--- src/rtl/ex_flags_stage_pkg.sv ---
// Shared types and constants for the EX/MEM flag stage and its condition evaluator.
package ex_pkg;

  localparam int DATA_W = 64;
  localparam int REG_AW = 5;

  typedef enum logic [3:0] {
    COND_EQ = 4'h0,
    COND_NE = 4'h1,
    COND_HS = 4'h2,
    COND_LO = 4'h3,
    COND_MI = 4'h4,
    COND_PL = 4'h5,
    COND_VS = 4'h6,
    COND_VC = 4'h7,
    COND_HI = 4'h8,
    COND_LS = 4'h9,
    COND_GE = 4'hA,
    COND_LT = 4'hB,
    COND_GT = 4'hC,
    COND_LE = 4'hD,
    COND_AL = 4'hE,
    COND_NV = 4'hF
  } cond_e;

  typedef struct packed {
    logic n;
    logic z;
    logic c;
    logic v;
  } nzcv_t;

  function automatic nzcv_t pack_nzcv(input logic n, input logic z,
                                      input logic c, input logic v);
    nzcv_t f;
    f.n = n;
    f.z = z;
    f.c = c;
    f.v = v;
    return f;
  endfunction

endpackage

--- src/rtl/ex_flags_stage_cond_eval.sv ---
// Pure combinational ARM condition-code evaluator; reused by the early-branch unit.
module cond_eval
  import ex_pkg::*;
(
  input  nzcv_t flags,
  input  cond_e cond,
  output logic  taken
);

  always_comb begin
    taken = 1'b0;
    case (cond)
      COND_EQ: taken = flags.z;
      COND_NE: taken = !flags.z;
      COND_HS: taken = flags.c;
      COND_LO: taken = !flags.c;
      COND_MI: taken = flags.n;
      COND_PL: taken = !flags.n;
      COND_VS: taken = flags.v;
      COND_VC: taken = !flags.v;
      COND_HI: taken = flags.c && !flags.z;
      COND_LS: taken = !flags.c || flags.z;
      COND_GE: taken = (flags.n == flags.v);
      COND_LT: taken = (flags.n != flags.v);
      COND_GT: taken = !flags.z && (flags.n == flags.v);
      COND_LE: taken = flags.z || (flags.n != flags.v);
      COND_AL: taken = 1'b1;
      COND_NV: taken = 1'b1;
      default: taken = 1'b0;
    endcase
  end

endmodule

--- src/rtl/ex_flags_stage.sv ---
// EX/MEM boundary register with architectural NZCV ownership and branch resolution.
// Define FLAG_BYPASS_EN to forward live adder flags for every flag-setting instruction.
module ex_flags_stage
  import ex_pkg::*;
#(
  parameter int DATA_W_P = DATA_W,
  parameter int REG_AW_P = REG_AW
) (
  input  logic                clk,
  input  logic                reset,
  input  logic                ex_valid,
  input  logic [DATA_W_P-1:0] ex_result,
  input  logic                ex_zero,
  input  logic                ex_negative,
  input  logic                ex_carry,
  input  logic                ex_overflow,
  input  logic                ex_set_flags,
  input  logic                ex_reg_write,
  input  logic [REG_AW_P-1:0] ex_rd,
  input  logic                ex_is_bcond,
  input  logic [3:0]          ex_cond,
  input  logic                ex_is_cbz,
  input  logic                ex_cbz_neg,
  input  logic                stall,
  input  logic                flush,
  output logic                mem_valid,
  output logic [DATA_W_P-1:0] mem_result,
  output logic [REG_AW_P-1:0] mem_rd,
  output logic                mem_reg_write,
  output logic                mem_branch_taken,
  output logic [3:0]          flags_q
);

  nzcv_t flags_r;
  nzcv_t ex_flags;
  nzcv_t src_flags;
  logic  fwd_sel;
  logic  cond_taken;
  logic  cbz_taken;
  logic  taken_c;
  logic  advance;

  assign ex_flags = pack_nzcv(ex_negative, ex_zero, ex_carry, ex_overflow);
  assign advance  = ex_valid && !stall && !flush;

`ifdef FLAG_BYPASS_EN
  logic flag_write_pending;

  // Marks that the instruction now entering MEM wrote NZCV on this edge.
  always_ff @(posedge clk or posedge reset) begin
    if (reset) begin
      flag_write_pending <= 1'b0;
    end else if (flush) begin
      flag_write_pending <= 1'b0;
    end else if (!stall) begin
      flag_write_pending <= ex_valid && ex_set_flags;
    end
  end

  assign fwd_sel = ex_set_flags;
`else
  assign fwd_sel = ex_set_flags && ex_is_bcond;
`endif

  assign src_flags = fwd_sel ? ex_flags : flags_r;

  cond_eval u_cond_eval (
    .flags (src_flags),
    .cond  (cond_e'(ex_cond)),
    .taken (cond_taken)
  );

  // CBZ/CBNZ looks at the operand through the adder, never at flags_q.
  assign cbz_taken = ex_zero ^ ex_cbz_neg;

  always_comb begin
    taken_c = 1'b0;
    if (ex_is_bcond) begin
      taken_c = cond_taken;
    end else if (ex_is_cbz) begin
      taken_c = cbz_taken;
    end
  end

  always_ff @(posedge clk or posedge reset) begin
    if (reset) begin
      mem_valid        <= 1'b0;
      mem_result       <= '0;
      mem_rd           <= '0;
      mem_reg_write    <= 1'b0;
      mem_branch_taken <= 1'b0;
      flags_r          <= '0;
    end else if (flush) begin
      mem_valid        <= 1'b0;
      mem_reg_write    <= 1'b0;
      mem_branch_taken <= 1'b0;
    end else if (!stall) begin
      if (advance) begin
        mem_valid        <= 1'b1;
        mem_result       <= ex_result;
        mem_rd           <= ex_rd;
        mem_reg_write    <= ex_reg_write;
        mem_branch_taken <= taken_c;
        if (ex_set_flags) begin
          flags_r <= ex_flags;
        end
      end else begin
        mem_valid        <= 1'b0;
        mem_reg_write    <= 1'b0;
        mem_branch_taken <= 1'b0;
      end
    end
  end

  assign flags_q = flags_r;

endmodule

--- config.mk ---
export PLATFORM = sky130hd
export DESIGN_NAME = ex_flags_stage
export DESIGN_NICKNAME = d
export VERILOG_FILES = /design/src/rtl/ex_flags_stage_pkg.sv /design/src/rtl/ex_flags_stage_cond_eval.sv /design/src/rtl/ex_flags_stage.sv
export SDC_FILE = /design/constraint.sdc
export NUM_CORES = 1
export LEC_CHECK = 0
export CAP_MARGIN = 30
export CORE_UTILIZATION = 43
export CTS_CLUSTER_SIZE = 16
export DETAILED_ROUTE_END_ITERATION = 10
export GPL_TIMING_DRIVEN = 0
export PLACE_DENSITY = 0.86
export SETUP_SLACK_MARGIN = 0.05
export SLEW_MARGIN = 20
export SYNTH_ARGS = -nofsm -noshare
export SYNTH_HDL_FRONTEND = slang
export SYNTH_SLANG_ARGS = --single-unit
--- constraint.sdc ---
create_clock -name clk -period 7.2 [get_ports clk]
set_input_delay 1.44 -clock clk [delete_from_list [all_inputs] [get_ports clk]]
set_output_delay 1.44 -clock clk [all_outputs]
set_load 0.05 [all_outputs]
[After elaboration in Yosys (flattened, before gate mapping)]
Cells that the tools add are included.
Storage, ports and cells
  bits in registers: 76
  input bits: 87
  output and inout bits: 76
  word-level logic and storage cells: 60
Cells by class
  equal/unequal tests: 18
  muxes and demuxes: 13
  bitwise logic cells: 3
  reductions and logical operators: 17
Operators by type and width (number)
  == test 4 bit, second input constant: 8
  == test 4 x 3 -> 1 bit, second input constant: 4
  one-hot mux 1 bit (15 select lines): 1
  two-way mux 1 bit: 11
  == test 4 x 2 -> 1 bit, second input constant: 2
  zero test 1 bit: 6
  logical AND 1 bit: 5
  == test 4 x 1 -> 1 bit, second input constant: 1
  zero test 4 bit: 1
  two-way mux 4 bit: 1
  AND reduction 4 bit: 1
  AND reduction 3 bit: 1
  logical OR 1 bit: 2
  inequality test 2 x 1 -> 1 bit, second input constant: 1
  inverter 1 bit: 2
  OR reduction 2 bit: 1
  == test 1 bit: 1
  inequality test 1 bit: 1
  XOR 1 bit: 1

[Longest topological paths before layout]
  depth after elaboration: 9
  mapped depth: 6

[By module]
Synthesis repeated with hierarchy kept, for this count alone.
Second synthesis, totals
  cells, all modules: 204
  area, all modules: 3150.5 um^2
By module, submodules not included
  ex_flags_stage: times used 1, cells each 175, area each 2949.1 um^2
  cond_eval: times used 1, cells each 29, area each 201.4 um^2

[Least setup slack after synthesis]
OpenSTA, ideal clock, no wires.
  kind: in2reg
  from: input ex_cond[2]
  to: register mem_branch_taken
  setup time: 0.086 ns
  arrival: 2.623 ns
  slack: 4.491 ns
  stages: 6
  path buffers: 1
  cell sequence: buf_4 -> inv_1 -> mux4_1 -> o221ai_1 -> a31oi_1 -> o221ai_2
Between the ends
  longest elaborated chain between the ends: 7
  elaborated cells on any way between the ends: 22
RTL lines
  start, declared: RTL line ex_flags_stage.sv:21  | input logic [3:0] ex_cond,
  == test 4 bit: RTL line ex_flags_stage_cond_eval.sv:12  | case (cond)
  OR reduction 2 bit (no source line)
  one-hot mux 1 bit (15 select lines) (*): RTL line ex_flags_stage_cond_eval.sv:12
  two-way mux 1 bit (*): RTL line ex_flags_stage.sv:78  | if (ex_is_bcond) begin
  two-way mux 1 bit (*): RTL line ex_flags_stage.sv:98  | if (advance) begin
  two-way mux 1 bit (*): RTL line ex_flags_stage.sv:97  | end else if (!stall) begin
  two-way mux 1 bit (*): RTL line ex_flags_stage.sv:93  | end else if (flush) begin
  end signal, assigned: RTL line ex_flags_stage.sv:103  | mem_branch_taken <= taken_c;
  end, declared: RTL line ex_flags_stage.sv:30  | output logic mem_branch_taken,
Every way passes the cells marked *; elsewhere a longest branch is shown, timed or not. The select of a mux whose other input is x is not followed.
A chain may end at the register's enable or synchronous reset.

[Worst setup path after layout]
  from: register flags_r (netlist bit flags_q[3])
  to: output flags_q[3]
RTL lines
  start, declared: RTL line ex_flags_stage.sv:34  | nzcv_t flags_r;
  start signal, assigned: RTL line ex_flags_stage.sv:105  | flags_r <= ex_flags;
  end, declared: RTL line ex_flags_stage.sv:31  | output logic [3:0] flags_q
No word-level cell between the ends.

==> results.md <==
Outcome:
- The flow ran to the end, and the final reports show no timing, DRC or antenna violations.

Logic synthesis:
- Sequential elements use between 50% and 60% of the synthesized area.
- Sorting the synthesized cells by how often they occur yields sky130_fd_sc_hd__dfrtp_1, sky130_fd_sc_hd__mux2_2, sky130_fd_sc_hd__nor2_1.
- The synthesis-stage register bit count is 76.
- The count of distinct cell types in the synthesized netlist is 35.
- The average instance in the mapped netlist occupies around 15 um^2.
- Summing the areas of all xor and xnor instances in the mapped netlist gives less than 1% of the synthesized area.
- The synthesized netlist devotes between 4 and 5% of its cell area to compound gates.
- After synthesis, the cell types taking the most area are sky130_fd_sc_hd__dfrtp_1, sky130_fd_sc_hd__mux2_2, sky130_fd_sc_hd__mux4_1, sky130_fd_sc_hd__buf_2, sky130_fd_sc_hd__mux2i_1.
- The biggest area consumer among synthesized cells is sky130_fd_sc_hd__dfrtp_1.
- The most common flop cell mapped by yosys is sky130_fd_sc_hd__dfrtp_1.
- The share of flip-flops with an asynchronous set or reset is between 90% and 100%.
- The post-synthesis instance area is 3200 um^2.
- In this run the biggest area consumer among cell types represents 59.4% of the synthesized area.
- Yosys mapped a number of flops with a built-in enable equal to 0.
- The number of warnings issued by yosys is 0.
- The cell count after synthesis is around 220.
- The adder-cell share of the synthesized area is 0%.
- The share of cell area taken by muxes after synthesis is between 20% and 30%.
- The most frequent cell after synthesis is sky130_fd_sc_hd__dfrtp_1.
- The fraction of the mapped netlist area in simple logic gates is 3.60%.
- After synthesis, the largest family of logic cells by area is multiplexers.
- The post-synthesis net count is between 300 and 400.

Worst setup path:
- For the worst setup path, the data arrival time is around 1.6 ns.
- The type of the setup path with the least slack is reg2out.
- The kind of start point of the critical path is a flip-flop.
- STA classifies the critical path endpoint as a primary output.
- The critical path goes through clkdlybuf4s50_1.
- The required time at the worst-slack endpoint is 5.76 ns.
- The dominant delay contributor by cell family on the critical path is buffers and inverters.
- The slowest stage of the critical path is the sky130_fd_sc_hd__clkdlybuf4s50_1 cell.
- Together, buffers and inverters on the worst path number 1.
- Of all nets on the critical path, the largest fanout is 6.
- For this run, the slowest stage of the critical path takes about 0.85 ns.

Cells and area:
- The fraction of layout cells with a size suffix above 1 is a little over a quarter.
- At the end of the flow the core is filled with cells to 71.9%.
- The finished layout holds between 400 and 500 standard cells, fillers aside.
- The filler cells instantiated in the layout total between 500 and 600.
- Summing all flip-flop and latch instances after layout gives around 1900 um^2.
- The final instance area is slightly above 5000 um^2.
- The number of diodes added for antenna fixing is 0.
- The area added between synthesis and finish is 62.1%.
- In the final layout, the multi-input gates occupy between 1000 and 1500 um^2.
- In the final design database the tool counted roughly 480 nets.

Global route:
- The number of antenna violations at the first check in global routing came to 0.
- The number of global-route vias before repair is ~2600.
- Entering global routing, the biggest net connects 40 pins.
- The first global-routing pass estimated roughly 12000 um of wire.
- The aggregate global-route resource usage is roughly 21%.
- For this run the aggregate overflow at the end of global routing stands at 0.

STA:
- The maximum operating frequency is between 0.3 and 0.4 GHz.
- The hold violation total from the final report is 0.
- The worst path meets setup with roughly 4.1 ns of slack.
- The minimum period implied by the final worst setup slack is between 3 and 4 ns.
- For the final routed database, the setup TNS stands at 0 ns.
- The share of the clock period used by the worst path is between 40 and 50%.
- Setup repair after global routing left no endpoint under its margin.
- The number of failing setup endpoints in the final timing report is 0.
- The worst hold slack after final layout is 0.506 ns.
- For the final database, setup skew stands at 0.00483 ns.
- At the pin with the least slew margin, the transition time is between 0.5 and 0.6 ns.
- The final-report max-slew violation count is 0.
- The worst slew margin relative to its limit is around 64%.

Clocking:
- The maximum clock insertion buffer count is 2.
- The clock tree root driver cell is sky130_fd_sc_hd__clkbuf_8.
- Hold repair after CTS inserted 0 buffers.
- The buffer count from post-CTS setup fixing is 0.
- The number of sinks driven by the clock tree is 76.
- Post-CTS repair changed the size of 0 cells.
- Counting the buffers created by CTS gives 9.
- TritonCTS built the clock tree.
- The H-tree generated during clock tree synthesis spans 3 levels.
- Clock-pin slew was measured on the worst setup and hold paths at around 0.070 ns.
- The later-pin clock latency in the skew report is around 0.34 ns.

Power:
- Summed over all cells, the static leakage comes to roughly 2.2 nW.
- The completed layout was analyzed and its total power is between 1.5 and 2 mW.
- Across the VDD grid, the largest voltage drop is roughly 0.19 mV.
- The power per cell area is 302 nW/um^2.

Route:
- The sum of routed wire length over all layers is about 7900 um.
- The via count normalized by instance count is around 5.0.
- The iteration count of the initial detailed-routing pass is 4.
- The total number of vias is 2443.
- In the routed design, unresolved DRC markers number 0.
- The initial detailed-routing violation count is 110.
- The post-route antenna net violation count is 0.
- After detailed routing, the average wire length per cell comes to roughly 16 um.

Placement:
- Once placement finished, the instance area stood at between 4000 and 5000 um^2.
- The count of input and output buffers is 160.
- The final HPWL from detailed placement is roughly 6000 um.
- The placed cell count is 476.
- The setup slack at placement is 3.89 ns.
- Routability-driven placement finished with a final weighted congestion of between 0.8 and 0.9.

Min path:
- In this run the worst hold path is classified as reg2reg.

Floorplan:
- The width of the die is slightly below 90 um.
- approximately 160 I/O pins were placed.
- The core area is between 7000 and 8000 um^2.
- The height of the die is between 80 and 90 um.
- After floorplanning, the core was divided into 31 placement rows.
- The die covers 7790 um^2.
- The initial core utilization is 44.4%.

Flow run:
- Max-cap violations in this run came to 0.
## where the power goes
group          switching (mW)  total, mW  leakage (nW)  internal, mW
combinational           0.385      0.635          1.14         0.250
sequential             0.0435      0.549         0.905         0.506
clock                   0.155      0.384         0.115         0.229
total                   0.583       1.57          2.16         0.985
## worst reg2reg max path, cell delays in order, from the launching register on
cell and delay [ns]:
sky130_fd_sc_hd__dfrtp_1 0.45, sky130_fd_sc_hd__xnor2_1 0.15, sky130_fd_sc_hd__mux2i_1 0.27, sky130_fd_sc_hd__mux2i_1 0.13, sky130_fd_sc_hd__a311o_1 0.39, sky130_fd_sc_hd__o221ai_2 0.15
## final cells by class
class / instances / share of cell area [%]
plain buffers: 10 / 0.989
clock buffers: 9 / 2.39
clock inverters: 7 / 2.22
inverters: 5 / 0.410
multi-input cells: 125 / 23.7
flip-flops and latches: 76 / 36.7
well taps: 99 / 2.39
repair buffers: 161 / 31.3
## placed cells by master (no fill, tap or decap), types with 2 or more instances in the layout
cell / instances
sky130_fd_sc_hd__buf_2: 8
sky130_fd_sc_hd__o211ai_1: 2
sky130_fd_sc_hd__nor2_1: 9
sky130_fd_sc_hd__nand2_1: 7
sky130_fd_sc_hd__clkinvlp_4: 2
sky130_fd_sc_hd__clkinv_2: 2
sky130_fd_sc_hd__mux2i_1: 4
sky130_fd_sc_hd__bufinv_16: 3
sky130_fd_sc_hd__clkbuf_8: 9
sky130_fd_sc_hd__mux4_1: 2
sky130_fd_sc_hd__xnor2_1: 2
sky130_fd_sc_hd__inv_1: 4
sky130_fd_sc_hd__dfrtp_1: 76
sky130_fd_sc_hd__mux2_2: 73
sky130_fd_sc_hd__and3_2: 2
sky130_fd_sc_hd__o21bai_1: 2
sky130_fd_sc_hd__clkdlybuf4s50_1: 160
sky130_fd_sc_hd__a21boi_0: 2
## layer usage
layer,part of all wire [%],wire (um),vias up,global-route usage [%]
met3,8.6,683,13,7.65
met5,0,0,-,0
met4,1.4,108,0,6.60
met2,52,4140,106,36.0
li1,-,-,1120,-
met1,38,2990,1204,23.3
## path summary, 6_finish.rpt
check,slack (ns),endpoint,depth (start not counted),start
max,4.13,flags_q[3],1,flags_q[3]
min,0.51,mem_rd[3],1,mem_rd[3]
max reg2reg,5.58,mem_branch_taken,5,flags_q[0]
min reg2reg,0.51,mem_rd[3],1,mem_rd[3]
max in group asynchronous,5.14,flags_q[3],3,reset
min in group asynchronous,1.49,mem_result[59],2,reset
## kinds of logic (layout without fill, tap and decap cells)
group | after synthesis | in the layout
and+or+nand+nor | 23 | 23
AOI/OAI and AO/OA | 19 | 19
muxes | 80 | 80
xor gates and xnor gates | 3 | 3
buffers and inverters | 15 | 192
DFF | 76 | 76
## state kept, by name, indices dropped and copies added, names as in the netlist
name and cells:
mem_reg_write 1, mem_rd 5, mem_branch_taken 1, flags_q 4
mem_result 64, mem_valid 1
Power figures use the tool's default switching activity.
